File: src/rtl/pipe_stage_skid_reg.sv
// Parametrised inter-stage register with a 2-entry skid buffer,
// synchronous flush and sticky interrupt capture.
module pipe_stage_skid_reg #(
   parameter int DATA_W = 59,
   parameter int CTRL_W = 35,
   parameter int INT_W  = 2
) (
   input  logic              clk,
   input  logic              reset,
   input  logic              flush,
   input  logic              in_valid,
   output logic              in_ready,
   input  logic [DATA_W-1:0] in_data,
   input  logic [CTRL_W-1:0] in_ctrl,
   input  logic [INT_W-1:0]  int_in,
   output logic              out_valid,
   input  logic              out_ready,
   output logic [DATA_W-1:0] out_data,
   output logic [CTRL_W-1:0] out_ctrl,
   output logic [INT_W-1:0]  out_int,
   output logic [1:0]        occupancy
);

   logic              m_valid;
   logic [DATA_W-1:0] m_data;
   logic [CTRL_W-1:0] m_ctrl;
   logic [INT_W-1:0]  m_int;

   logic              s_valid;
   logic [DATA_W-1:0] s_data;
   logic [CTRL_W-1:0] s_ctrl;
   logic [INT_W-1:0]  s_int;

   logic [INT_W-1:0]  pend;
   logic [INT_W-1:0]  int_cap;
   logic              accept;
   logic              take;

   assign in_ready  = !s_valid;
   assign accept    = in_valid & in_ready & !flush;
   assign take      = m_valid & out_ready;
   assign int_cap   = pend | int_in;

   assign out_valid = m_valid;
   assign out_data  = m_data;
   assign out_ctrl  = m_valid ? m_ctrl : '0;
   assign out_int   = m_valid ? m_int : '0;
   assign occupancy = {1'b0, m_valid} + {1'b0, s_valid};

   // Pending flags survive flushes; only an accepted word drains them.
   always_ff @(posedge clk or negedge reset) begin
      if (!reset) begin
         pend <= '0;
      end else if (accept) begin
         pend <= '0;
      end else begin
         pend <= int_cap;
      end
   end

   always_ff @(posedge clk or negedge reset) begin
      if (!reset) begin
         m_valid <= 1'b0;
         m_data  <= '0;
         m_ctrl  <= '0;
         m_int   <= '0;
         s_valid <= 1'b0;
         s_data  <= '0;
         s_ctrl  <= '0;
         s_int   <= '0;
      end else if (flush) begin
         m_valid <= 1'b0;
         s_valid <= 1'b0;
      end else if (!m_valid || take) begin
         if (s_valid) begin
            m_valid <= 1'b1;
            m_data  <= s_data;
            m_ctrl  <= s_ctrl;
            m_int   <= s_int;
            s_valid <= accept;
            if (accept) begin
               s_data <= in_data;
               s_ctrl <= in_ctrl;
               s_int  <= int_cap;
            end
         end else begin
            m_valid <= accept;
            if (accept) begin
               m_data <= in_data;
               m_ctrl <= in_ctrl;
               m_int  <= int_cap;
            end
         end
      end else if (accept) begin
         s_valid <= 1'b1;
         s_data  <= in_data;
         s_ctrl  <= in_ctrl;
         s_int   <= int_cap;
      end
   end

endmodule

File: config.mk
export PLATFORM = sky130hd
export DESIGN_NAME = pipe_stage_skid_reg
export DESIGN_NICKNAME = d
export VERILOG_FILES = /design/src/rtl/pipe_stage_skid_reg.sv
export SDC_FILE = /design/constraint.sdc
export NUM_CORES = 1
export LEC_CHECK = 0
export CAP_MARGIN = 20
export CORE_MARGIN = 5
export CORE_UTILIZATION = 63
export DETAILED_ROUTE_END_ITERATION = 7
export DONT_BUFFER_PORTS = 1
export GPL_ROUTABILITY_DRIVEN = 1
export PLACE_DENSITY_LB_ADDON = 0.25
export SLEW_MARGIN = 20
export SYNTH_ARGS = -nofsm -noshare
export SYNTH_HDL_FRONTEND = slang
export SYNTH_SLANG_ARGS = --single-unit
File: constraint.sdc
create_clock -name clk -period 2.2 [get_ports clk]
set_input_delay 0.44 -clock clk [delete_from_list [all_inputs] [get_ports clk]]
set_output_delay 0.44 -clock clk [all_outputs]
set_load 0.02 [all_outputs]
==> results.cfg <==
[run_status]
status = complete, but fails checks
violations = hold timing

[hold_path]
hold_class = primary input to async pin

[route]
drt_first_pass_iters = 4
via_count = 4465
via_per_inst = 5.88
route.detailed.drc = 0
routedWlPerCell_um = 21.3
drtIter0Drc = 286
routed_wl_um = 16200
final_antenna_net_count = 0

[cts]
htreeDepth = 4
clkTransAtPathRegs_ns = 0.06
clockBufferDepth = 2
cts-root-buf = clkbuf_16
clk_latency_ns = 0.41
cts_resized = 0
cts_setup_buffers = 0
clock-sinks = 196
cts_tree = done
cts_buffers = 17

[synthesis]
synth_compound_area_frac = 0.00431
synth_area_per_cell_um2 = 15.2
synth_fa_ha_area_frac = 0.00144
synth-xor-area-share = 0
syn_inst = 574
yosysMostFrequentCell = dfrtp_1
synth-seq-area-share = 0.563
yosys-top-cells-area = dfrtp_1, mux2_2, mux2_1, and2_1, buf_6
synth-simple-area-share = 0.0368
synth_area_um2 = 8710
synthArstFlopShare = 1.00
synth_mux_area_frac = 0.367
synth.largest_area_cell = dfrtp_1
synth_top_area_share = 0.563
ys_types = 23
ys_warn_count = 0
synthTopCellsByCount = dfrtp_1, mux2_2, mux2_1
syn_nets = 676
synth_top_family_by_area = multiplexers
ys_ff_latch = 196
synth_edf_count = 0
synth_ff_type = dfrtp_1

[setup_path]
critPathKind = flop to output pin
crit_fanout = 72
critical_path.endpoint = occupancy[0]
worstPathRequired_ns = 1.76
cp.arrival_ns = 1.62
rr_worst_depth = 4
r2r_start = out_valid$_DFFE_PN0P_
regToRegSetupSlack_ns = 0.39
crit_path_start_kind = flop
end_kind = output pin
r2r_end = m_int[0]$_DFFE_PN0P_
startpoint = s_valid$_DFFE_PN0P_

[floorplanning]
initial_core_util = 0.635
die_h_um = 128
dieArea_um2 = 16300
die_x_um = 128
core_area_um2 = 13700
rows = 43
pin_count = 201

[placed_design]
dp_cells = 729
dpl_cell_area_um2 = 8870
gp_congestion = 0.779
dp_hpwl_um = 11000
pre_cts_slack_ns = 0.309
numPortBuffers = 0

[final_layout]
syn_to_final_growth_pct = 8.62
final_cell_count_no_fill = 760
fin_nets = 670
utilization = 0.690
nFillCells = 918
fin_area_um2 = 9460
diodes = 0
drive_above_1_share = 0.398

[timing]
finalHoldViolations = 196
skew_ns = 0.00596
maxSlewViolCount = 0
tightest_slew_ns = 0.425
finalSetupViolations = 0
whs_ns = -0.281
tns_ns = 0
max_freq_mhz = 486
final.period_utilization = 0.935
slew_headroom = 0.716
setup_slack_ns = 0.143
finalCriticalPeriod_ns = 2.06
grt_setup_unrepaired = false

[grt]
grt_pass1_wl_um = 26500
antenna_found_initial = 0
track_usage = 0.208
grt_pass1_vias = 4965
grt-ovfl-total = 0
grt_max_degree = 197

[power]
finalPower_mw = 9.21
power.density_nw_per_um2 = 974
leakage_nw = 4.03
ir_worst_vdd_mv = 0.546

[flow_run]
drv_cap = 0
-- final cells by class --
type / instances / area [µm²] / area share
timing repair buffer: 10 / 163 / 0.0172
clock inverter: 8 / 98.8 / 0.0104
tap: 180 / 225 / 0.0238
inverter: 1 / 3.75 / 0.000397
multi-input combinational: 342 / 3570 / 0.378
clock buffer: 23 / 488 / 0.0516
sequential: 196 / 4910 / 0.519
-- cells by family (layout without fill, tap and decap cells) --
group	count (synthesis)	after routing
mux	284	284
compound gates	7	7
simple gates	50	50
flops	196	196
buf+inv	36	42
fa+ha+maj	1	1
-- critical path: stages (launching register included) --
cell	delay, ns
dfrtp_4	0.46
buf_12	0.35
ha_1	0.38
-- power by group --
| part | switching [mW] | internal (mW) |
|---|---|---|
| clock | 1.24 | 1.79 |
| combinational | 0.431 | 0.664 |
| sequential | 0.692 | 4.39 |
-- how the worst min path moves through the flow --
| stage | end |
|---|---|
| after global routing | out_data[35]$_DFFE_PN0P_ |
| after global placement | out_data[32]$_DFFE_PN0P_ |
| after floorplan | m_ctrl[0]$_DFFE_PN0P_ |
| final | out_data[31]$_DFFE_PN0P_ |
| after CTS | out_data[31]$_DFFE_PN0P_ |
| after detailed placement | out_data[31]$_DFFE_PN0P_ |
-- registers in the layout (all words and copies together), names as in the netlist --
name and count:
m_int 2, m_ctrl 35, s_data 59, s_valid 1, pend 2, s_ctrl 35
s_int 2, out_valid 1, out_data 59
-- routing by layer --
metal | global-route usage | vias up | routed length, µm
li1 | - | 2016 | -
met3 | 0.0899 | 24 | 1620
met2 | 0.334 | 127 | 8150
met5 | 0 | - | 0
met4 | 0.0774 | 0 | 331
met1 | 0.250 | 2298 | 6070
-- cells in the final DEF (no fill, tap or decap), drive strengths merged --
cell      Yosys  routed
a21oi         3       3
a31oi         2       2
and2         37      37
and2b         1       1
buf          29      10
bufinv        0       2
clkbuf        6      23
clkinv        0       3
clkinvlp      0       2
dfrtp       196     196
ha            1       1
inv           1       2
mux2        284     284
nand2         3       3
nand2b        1       1
nor2          5       5
nor3          2       2
nor3b         1       1
o21ai         2       2
Note: power is estimated with default switching activity, not from simulation.
